==> src/rtl/serial_arith_pkg.sv <==
// Shared definitions for the bit-serial arithmetic units: state encoding,
// default operand width and the bit-counter width helper.
package serial_arith_pkg;

    typedef enum logic [1:0] {
        IDLE = 2'd0,
        RUN  = 2'd1,
        DONE = 2'd2
    } state_t;

    localparam int DEFAULT_WIDTH = 4;

    // The counter must hold WIDTH-1; it is never narrower than one bit.
    function automatic int cnt_width(input int w);
        return (w > 2) ? $clog2(w) : 1;
    endfunction

    localparam int CNT_W = cnt_width(DEFAULT_WIDTH);

endpackage

==> src/rtl/full_subtractor.sv <==
// Combinational one-bit full subtractor: diff = a - b - bin, with borrow out.
module full_subtractor (
    input  logic a,
    input  logic b,
    input  logic bin,
    output logic diff,
    output logic bout
);

    assign diff = a ^ b ^ bin;
    assign bout = (~a & b) | (~(a ^ b) & bin);

endmodule

==> src/rtl/serial_subtractor.sv <==
// Bit-serial subtractor d = x - y - bi, LSB first, one bit per clock.
// Define SERIAL_SUBTRACTOR_OVF_EN to add the registered signed-overflow output ovf.
//
// state | meaning
// IDLE  | waiting for start; d/bo/ovf hold the last result
// RUN   | one difference bit per clock, WIDTH clocks
// DONE  | one-cycle done pulse, then back to IDLE
module serial_subtractor
    import serial_arith_pkg::*;
#(
    parameter int WIDTH = DEFAULT_WIDTH
) (
    input  logic             clk,
    input  logic             rst,
    input  logic             start,
    input  logic [WIDTH-1:0] x,
    input  logic [WIDTH-1:0] y,
    input  logic             bi,
    output logic             busy,
    output logic             done,
    output logic [WIDTH-1:0] d,
    output logic             bo
`ifdef SERIAL_SUBTRACTOR_OVF_EN
    ,
    output logic             ovf
`endif
);

    localparam int            CW   = cnt_width(WIDTH);
    localparam logic [CW-1:0] LAST = CW'(WIDTH - 1);

    state_t           state;
    logic [WIDTH-1:0] xs;
    logic [WIDTH-1:0] ys;
    logic [WIDTH-1:0] rs;
    logic             borrow;
    logic [CW-1:0]    cnt;
    logic             diff_bit;
    logic             bout_bit;

    full_subtractor u_cell (
        .a    (xs[0]),
        .b    (ys[0]),
        .bin  (borrow),
        .diff (diff_bit),
        .bout (bout_bit)
    );

    always_ff @(posedge clk or posedge rst) begin
        if (rst) begin
            state  <= IDLE;
            xs     <= '0;
            ys     <= '0;
            rs     <= '0;
            borrow <= 1'b0;
            cnt    <= '0;
            busy   <= 1'b0;
            done   <= 1'b0;
            d      <= '0;
            bo     <= 1'b0;
`ifdef SERIAL_SUBTRACTOR_OVF_EN
            ovf    <= 1'b0;
`endif
        end else begin
            case (state)
                IDLE: begin
                    done <= 1'b0;
                    if (start) begin
                        xs     <= x;
                        ys     <= y;
                        borrow <= bi;
                        cnt    <= '0;
                        rs     <= '0;
                        busy   <= 1'b1;
                        state  <= RUN;
                    end
                end
                RUN: begin
                    xs     <= xs >> 1;
                    ys     <= ys >> 1;
                    rs     <= {diff_bit, rs[WIDTH-1:1]};
                    borrow <= bout_bit;
                    cnt    <= cnt + CW'(1);
                    if (cnt == LAST) begin
                        // Outputs only change here, so partial results never show.
                        d     <= {diff_bit, rs[WIDTH-1:1]};
                        bo    <= bout_bit;
`ifdef SERIAL_SUBTRACTOR_OVF_EN
                        ovf   <= borrow ^ bout_bit;
`endif
                        busy  <= 1'b0;
                        done  <= 1'b1;
                        state <= DONE;
                    end
                end
                DONE: begin
                    done  <= 1'b0;
                    state <= IDLE;
                end
                default: begin
                    busy  <= 1'b0;
                    done  <= 1'b0;
                    state <= IDLE;
                end
            endcase
        end
    end

endmodule

==> config.mk <==
export PLATFORM = sky130hd
export DESIGN_NAME = serial_subtractor
export DESIGN_NICKNAME = d
export VERILOG_FILES = /design/src/rtl/serial_arith_pkg.sv /design/src/rtl/full_subtractor.sv /design/src/rtl/serial_subtractor.sv
export SDC_FILE = /design/constraint.sdc
export NUM_CORES = 1
export LEC_CHECK = 0
export CAP_MARGIN = 20
export CORE_ASPECT_RATIO = 0.7
export CORE_MARGIN = 1.5
export CORE_UTILIZATION = 38
export CTS_CLUSTER_DIAMETER = 30
export DETAILED_ROUTE_END_ITERATION = 6
export MAX_ROUTING_LAYER = met4
export PLACE_DENSITY = 0.7
export SYNTH_ARGS = -nofsm -noshare
export SYNTH_HDL_FRONTEND = slang
export SYNTH_SLANG_ARGS = --single-unit
==> constraint.sdc <==
create_clock -name clk -period 3.45 [get_ports clk]
set_input_delay 0.69 -clock clk [delete_from_list [all_inputs] [get_ports clk]]
set_output_delay 0.69 -clock clk [all_outputs]
set_load 0.02 [all_outputs]
* Word-level counts from Yosys, hierarchy flattened *
Index checks and enable logic that the tools add are counted.
Widths: inputs -> output; s select.

cells by class
  add/sub/neg operators = 1
  eq/ne operators = 5
  mux-type cells = 18
  bitwise logic cells = 8
  reduce and logical (&&, ||, !) cells = 6

operator list
  operator             number
  $pmux 4 s2           3
  $mux 4               3
  $pmux 2 s2           2
  $mux 2               3
  $reduce_and 2->1     3
  $mux 1               5
  $eq 2x2->1 const B   2
  $ne 2x2->1 const B   2
  $not 1->1            3
  $pmux 1 s3           1
  $reduce_and 3->1     1
  $add 2x1->2 const B  1
  $and 1x1->1          2
  $eq 2x1->1 const B   1
  $logic_not 2->1      1
  $pmux 1 s2           1
  $reduce_bool 2->1    1
  $xor 1x1->1          2
  $or 1x1->1           1

word-level totals
  output and inout port bits = 7
  input bits = 12
  register bits after elaboration = 24
  word-level logic and storage cells = 48

* Longest topological paths before layout *
Gate-level depths: netlist of the first run.

  depth after elaboration = 5
  depth in mapped cells = 4
  mapped depth without buffers = 4

* Hierarchy *
A second synthesis of the first run with hierarchy kept.

second synthesis, totals
  cell total of the unflattened synthesis = 89
  area, all modules = 999.7 um^2

by module, submodules not included
  module             times used  seq. area each (um^2)  area each (um^2)  cells an instance
  serial_subtractor  1           575.6                  968.4             85
  full_subtractor    1           0.0                    31.3              4

* Worst setup path before layout of the first run *
OpenSTA, ideal clock, no wires.

  path kind = register to register
  start = reg ys[0]
  end = reg d[3]
  buffers on the path = 0
  setup slack = 2.210 ns
  cell stages (with the launch flop) = 4
  clock period less this slack = 1.240 ns
  arrival = 1.115 ns
  setup time = 0.125 ns
  data required time = 3.325 ns
  cell sequence = dfrtp_1 inv_1 fa_1 mux2_4

between the ends
  cells in the longest elaborated chain, start to end = 2

RTL lines
  element                    RTL line                 text
  start: declaration         serial_subtractor.sv:34  logic [WIDTH-1:0] ys;
  start signal: assignment   serial_subtractor.sv:70  ys <= y;
  start signal: assignment   serial_subtractor.sv:80  ys <= ys >> 1;
  $xor 1x1->1 (2 in series)  full_subtractor.sv:10    assign diff = a ^ b ^ bin;
  named net diff_bit         serial_subtractor.sv:38  logic diff_bit;
  end signal: assignment     serial_subtractor.sv:86  d <= {diff_bit, rs[WIDTH-1:1]};
  end: declaration           serial_subtractor.sv:21  output logic [WIDTH-1:0] d,

The timed path passes the listed nets, and every way through them passes these cells.
A chain may end at the register's enable or synchronous reset.

* Final worst setup path of the first run *
  start = reg d[0]
  end = out d[0]

No word-level cell between the ends.

==> flow_summary.yaml, run 1 <==
run_status:
  outcome: "complete, no violations"
floorplan:
  placement_rows: 15
  die_w_um: 65.4
  start_util_pct: 41.2
  core_area_um2: 2510
  num_io_pins: 19
  full_die_area_um2: 3050
  die_h_um: 46.7
worst_hold_path:
  worstHoldPathCells: 1
  min_from: "xs[2]"
  hp-class: "flop to flop"
  worstHoldEndpoint: "xs[2]"
synth:
  synth_flop_type: "sky130_fd_sc_hd__dfrtp_1"
  synth-xor-area-share_pct: 0
  synth_edf_count: 0
  synth.area.mux_share_pct: 5.80
  synth_adder_area_share_pct: 3.14
  synth_top_family_by_area: "compound AO/OA/AOI/OAI gates"
  synthesized_area_fraction_occupied_by_ao_oa_aoi_and_oai_cells_pct: 18.8
  syn_avg_cell_area_um2: 12.8
  synth_seq_area_share_pct: 55.6
  syn-num-nets: 95
  netlist-cell-type-count: 26
  synth_seq_cells: 23
  synth-async-reset-ratio_pct: 100
  synth_area_um2: 1040
  synth.yosys.warnings: 0
  netlist_instances: 81
  yosys.area_share.simple_pct: 12.3
worst_setup_path:
  critical-path-top-delay-family: "buffers and inverters"
  crit_path_top_delay_cell: "sky130_fd_sc_hd__clkdlybuf4s50_1"
  max_stage_delay_ns: 0.60
  cp.arrival_ns: 1.22
  crit_path_start_kind: "flop"
  regToRegStartpoint: "state[0]"
  critical_path.n_buffers_inverters: 1
  logic_depth_of_the_worst_register_to_register_path: 2
  worstPathMaxFanout: 2
  critical_path.cell_chain: "clkdlybuf4s50_1"
  critical_path_required_ns: 2.76
  critPathCaptureType: "primary output"
  setup.worst_path.class: "flop to primary output"
  ff2ff_setup_slack_ns: 2.01
  rr_endpoint: "ys[0]"
clocking:
  post_cts.resized_instances: 0
  tritoncts_clock_tree: "yes"
  cts_num_sinks: 23
  post_cts_hold_buffer_count: 0
  cts_made_buffers: 3
  cts_post_setup_buffers_inserted: 0
  cts_max_level: 1
  clock_path_buffers: 2
  worst_skew_pair.late_latency_ns: 0.26
  path_clk_slew_ns: 0.07
  cts_root_buffer: "sky130_fd_sc_hd__clkbuf_8"
global_routing:
  first_global_vias: 650
  number_of_antenna_violations_at_the_first_check_in_global_routing: 0
  gr-total-overflow: 0
  grt_first_pass_wirelength_um: 3150
  grt_start_max_net_pins: 24
  globalRouteTotalUtil_pct: 15.2
timing:
  slew_violations: 0
  timing_worst_slew_pin_value_ns: 0.869
  setup_violations: 0
  relSlewSlack_pct: 42.0
  finalHoldViolations: 0
  setup-tns-final_ns: 0
  max_freq_mhz: 524
  hold_ws_ns: 0.510
  rsz0062_at_grt: "false"
  min_period_over_period_pct: 55.3
  final_period_minus_worst_setup_slack_ns: 1.91
  clock_skew_ns: 0.00163
place:
  post_detail_place_hpwl_um: 1400
  numPortBuffers: 18
  detailed_place.area_um2: 1240
  placer_congestion: 0.748
detailed_routing:
  drt-total-wl_um: 1910
  num_vias: 672
  drt-vias-per-instance: 4.98
  drt-initial-drc-count: 21
  drt_first_pass_iters: 4
  drc: 0
  routedWlPerCell_um: 14.1
  ant_nets: 0
flow_run:
  maxCapViolations: 0
finish:
  diode_insertion_count_for_antenna_repair: 0
  fin_nets: 116
  finalInstanceArea_um2: 1280
  ratio_of_cells_with_drive_above_1_in_the_final_layout_pct: 15.8
  area_growth_syn_to_layout_pct: 23.7
power:
  peakVddDrop_mv: 0.450
  leakage_uw: 0.000589
  power.density_nw_per_um2: 937
[metrics by stage]
step | worst slack (ns) | total power (uW) | utilization [%] | cells
floorplan | 2.21 | 892 | - | 81
global placement | 1.54 | 1030 | 49.2 | 131
detailed placement | 1.53 | 1050 | 49.2 | 131
CTS | 1.53 | 1210 | 50.9 | 135
global route | 1.49 | 1290 | 50.9 | 135
finish | 1.54 | 1200 | 50.9 | 135
[placed cells by master, fill, tap and decap left out, types with 2 or more instances in the layout]
cell                               n
sky130_fd_sc_hd__o21a_1            2
sky130_fd_sc_hd__nor2b_1           2
sky130_fd_sc_hd__nand2_1           2
sky130_fd_sc_hd__clkbuf_8          3
sky130_fd_sc_hd__dfrtp_1          23
sky130_fd_sc_hd__nand3b_1          2
sky130_fd_sc_hd__mux2_4            4
sky130_fd_sc_hd__nor2_1           10
sky130_fd_sc_hd__a211oi_2          3
sky130_fd_sc_hd__clkdlybuf4s50_1  18
sky130_fd_sc_hd__o221a_2           2
sky130_fd_sc_hd__a22o_1            6
sky130_fd_sc_hd__o21ai_0           2
sky130_fd_sc_hd__nor3_1            3
sky130_fd_sc_hd__inv_1             6
[power by group]
part	switching [uW]	leakage [uW]	internal, uW	total [uW]
sequential	108	0.000283	393	502
clock	78.9	0.0000228	82.3	161
combinational	242	0.000284	296	537
total	429	0.000589	771	1200
[metal layers]
layer / GRT usage [%] / wire length [um] / part of all wire (%)
met2: 19.2 / 764 / 40
met4: 5.00 / 21 / 1.1
met3: 5.13 / 85 / 4.5
met5: - / 0 / 0
met1: 22.3 / 1040 / 54
[sequential cells by signal, indices dropped and copies added, names as in the netlist]
name    count
borrow      1
rs          3
d           4
busy        1
bo          1
xs          4
done        1
cnt         2
state       2
ys          4
[worst max-delay path by stage]
| stage | start | end | slack (ns) | cells past startpoint |
|---|---|---|---|---|
| 2_1_floorplan | ys[0] | d[3] | 2.21 | 3 |
| 3_3_place_gp | start | xs[0] | 1.54 | 4 |
| 3_5_place_dp | start | xs[0] | 1.53 | 4 |
| 4_1_cts | d[0] | d[0] | 1.53 | 1 |
| 5_1_grt | done | done | 1.49 | 1 |
| 6_report | d[0] | d[0] | 1.54 | 1 |
[cell type report]
type | instances | area, um2
Clock buffer | 4 | 45.0
Fill cell | 239 | 1230
Inverter | 6 | 22.5
Multi-Input combinational cell | 50 | 415
Sequential cell | 23 | 576
Tap cell | 34 | 42.5
Timing Repair Buffer | 18 | 180
[synthesized netlist by cell type (2+ instances only)]
cell type / count / area (um2)
sky130_fd_sc_hd__dfrtp_1: 23 / 576
sky130_fd_sc_hd__o21a_1: 2 / 15.0
sky130_fd_sc_hd__a211oi_2: 3 / 37.5
sky130_fd_sc_hd__nand2_1: 2 / 7.51
sky130_fd_sc_hd__o221a_2: 2 / 22.5
sky130_fd_sc_hd__nor3_1: 3 / 15.0
sky130_fd_sc_hd__o21ai_0: 2 / 10.0
sky130_fd_sc_hd__nor2_1: 10 / 37.5
sky130_fd_sc_hd__nand3b_1: 2 / 15.0
sky130_fd_sc_hd__buf_6: 2 / 22.5
sky130_fd_sc_hd__a22o_1: 6 / 52.6
sky130_fd_sc_hd__nor2b_1: 2 / 12.5
sky130_fd_sc_hd__mux2_4: 4 / 60.1
sky130_fd_sc_hd__inv_1: 6 / 22.5
[cell families (layout without fill, tap and decap cells)]
family / after synthesis / count (layout)
flops: 23 / 23
fa+ha+maj: 2 / 2
mux: 4 / 4
compound gates: 21 / 21
simple gates: 23 / 23
buf+inv: 8 / 28
Note: power is estimated with default switching activity, not from simulation.
==> inputs of run 2 (changes only) <==
Clock period 3.45 ns to 1.8 ns, I/O delays scaled along.
==> run 2 against run 1 <==
- via count increased by 2.5%
- register-to-register slack lost 1.6 ns
- non-clock buffer count grew 1
- clock power grew 98%
- critical endpoint is now d[2]
- largest power group unchanged
==> flow_summary.yaml, run 2 (same netlist as run 1, synthesis figures left out) <==
power:
  swShare_pct: 36.1
  power.density_nw_per_um2: 1790
  sw_power_uw: 834
  leakage_uw: 0.000597
  pwr-share-seq_pct: 41.6
  intPower_uw: 1480
  peakVddDrop_mv: 0.880
  clock_power_share_pct: 13.8
  share_comb_of_total_power_pct: 44.7
finish:
  layout.cells.most_common_list: "23 x sky130_fd_sc_hd__dfrtp_1, 18 x sky130_fd_sc_hd__clkdlybuf4s50_1, 10 x sky130_fd_sc_hd__nor2_1, 6 x sky130_fd_sc_hd__a22o_1, 6 x sky130_fd_sc_hd__inv_1"
  commonest_non_fill_non_tap_cell_in_the_layout: "sky130_fd_sc_hd__dfrtp_1"
  reg.largest.list: "d: 4 flops, xs: 4 flops, ys: 4 flops"
  fin_nets: 117
  finalNonFillerCells: 136
  ratio_of_cells_with_drive_above_1_in_the_final_layout_pct: 17.6
  diode_insertion_count_for_antenna_repair: 0
  fin_util_pct: 51.3
  area_growth_syn_to_layout_pct: 24.5
  fillCellCount: 231
clocking:
  path_clk_slew_ns: 0.08
  cts_made_buffers: 3
  post_cts_hold_buffer_count: 0
  tritoncts_clock_tree: "yes"
  clock_path_buffers: 2
  cts_post_setup_buffers_inserted: 0
  post_cts.resized_instances: 0
  worst_skew_pair.late_latency_ns: 0.26
  cts_root_buffer: "sky130_fd_sc_hd__clkbuf_8"
  cts_max_level: 1
  cts_num_sinks: 23
detailed_routing:
  drt-vias-per-instance: 5.07
  drt_first_pass_iters: 4
  ant_nets: 0
  num_vias: 689
  drt-total-wl_um: 1950
  drt-initial-drc-count: 29
  routedWlPerCell_um: 14.3
  drc: 0
run_status:
  outcome: "complete, no violations"
global_routing:
  gr-total-overflow: 0
  grt_start_max_net_pins: 24
  first_global_vias: 620
  number_of_antenna_violations_at_the_first_check_in_global_routing: 0
  globalRouteTotalUtil_pct: 15.0
  grt_first_pass_wirelength_um: 3140
floorplan:
  num_io_pins: 19
  start_util_pct: 41.2
  die_w_um: 65.4
  placement_rows: 15
  die_h_um: 46.7
  full_die_area_um2: 3050
  core_area_um2: 2510
timing:
  clock_skew_ns: 0.00686
  timing_worst_slew_pin_value_ns: 0.534
  relSlewSlack_pct: 64.4
  min_period_over_period_pct: 88.1
  rsz0062_at_grt: "false"
  hold_ws_ns: 0.434
  max_freq_mhz: 631
  finalHoldViolations: 0
  slew_violations: 0
  setup-tns-final_ns: 0
  setup_violations: 0
  final_period_minus_worst_setup_slack_ns: 1.59
place:
  numPortBuffers: 18
  placer_congestion: 0.729
  post_detail_place_hpwl_um: 1380
  placed_cells_incl_taps: 132
worst_setup_path:
  critical_path_required_ns: 1.44
  cp.arrival_ns: 1.23
  critical-path-top-delay-family: "buffers and inverters"
  setup.worst_path.class: "flop to primary output"
  critical_path.n_buffers_inverters: 1
  critPathCaptureType: "primary output"
  worstPathMaxFanout: 2
  crit_path_top_delay_cell: "sky130_fd_sc_hd__clkdlybuf4s50_1"
  crit_path_start_kind: "flop"
  max_stage_delay_ns: 0.60
  critical_path.cell_chain: "clkdlybuf4s50_1"
flow_run:
  maxCapViolations: 0
worst_hold_path:
  hp-class: "primary input to async pin"
## run 2: cell types whose count changed in the layout (fill, tap and decap cells not counted), sizes merged
cell | before | now
buf | 0 | 1
clkbuf | 4 | 3
clkinv | 0 | 1
## run 2: worst paths after layout
kind | to | cells after the start | slack [ns] | startpoint
max | d[2] | 1 | 0.21 | d[2]
min | ys[0] | 3 | 0.43 | rst
max reg2reg | ys[0] | 2 | 0.39 | state[0]
min reg2reg | bo | 2 | 0.48 | bo
max in group asynchronous | done | 3 | 1.14 | rst
min in group clk | bo | 2 | 0.48 | bo
## run 2: per-layer routing
layer  routed length [um]  GRT usage, %
met1                 1080          22.7
met2                  766          19.0
met3                  104          5.38
met4                    0          2.50
met5                    0             -
## run 2: cell type report
cell class	instances	area, um2	share of cell area [%]
Tap cell	34	42.5	3.30
Timing Repair Buffer	19	188	14.5
Sequential cell	23	576	44.6
Clock inverter	1	5.00	0.388
Clock buffer	3	41.3	3.20
Multi-Input combinational cell	50	415	32.2
Inverter	6	22.5	1.75
## run 2: power groups by stage
stage               sequential [uW]  combinational, uW  clock [uW]
floorplan                       958                752           0
global placement                963               1010           0
detailed placement              969               1040           0
CTS                             958               1040         324
global route                    996               1120         341
finish                          960               1030         318
## run 2: metrics by stage
stage / power (uW) / instance area [um2] / setup WS [ns]
detailed placement: 2010 / 1240 / 0.192
finish: 2310 / 1290 / 0.214
global route: 2460 / 1290 / 0.175
CTS: 2320 / 1290 / 0.211
floorplan: 1710 / 1040 / 0.560
global placement: 1980 / 1240 / 0.220
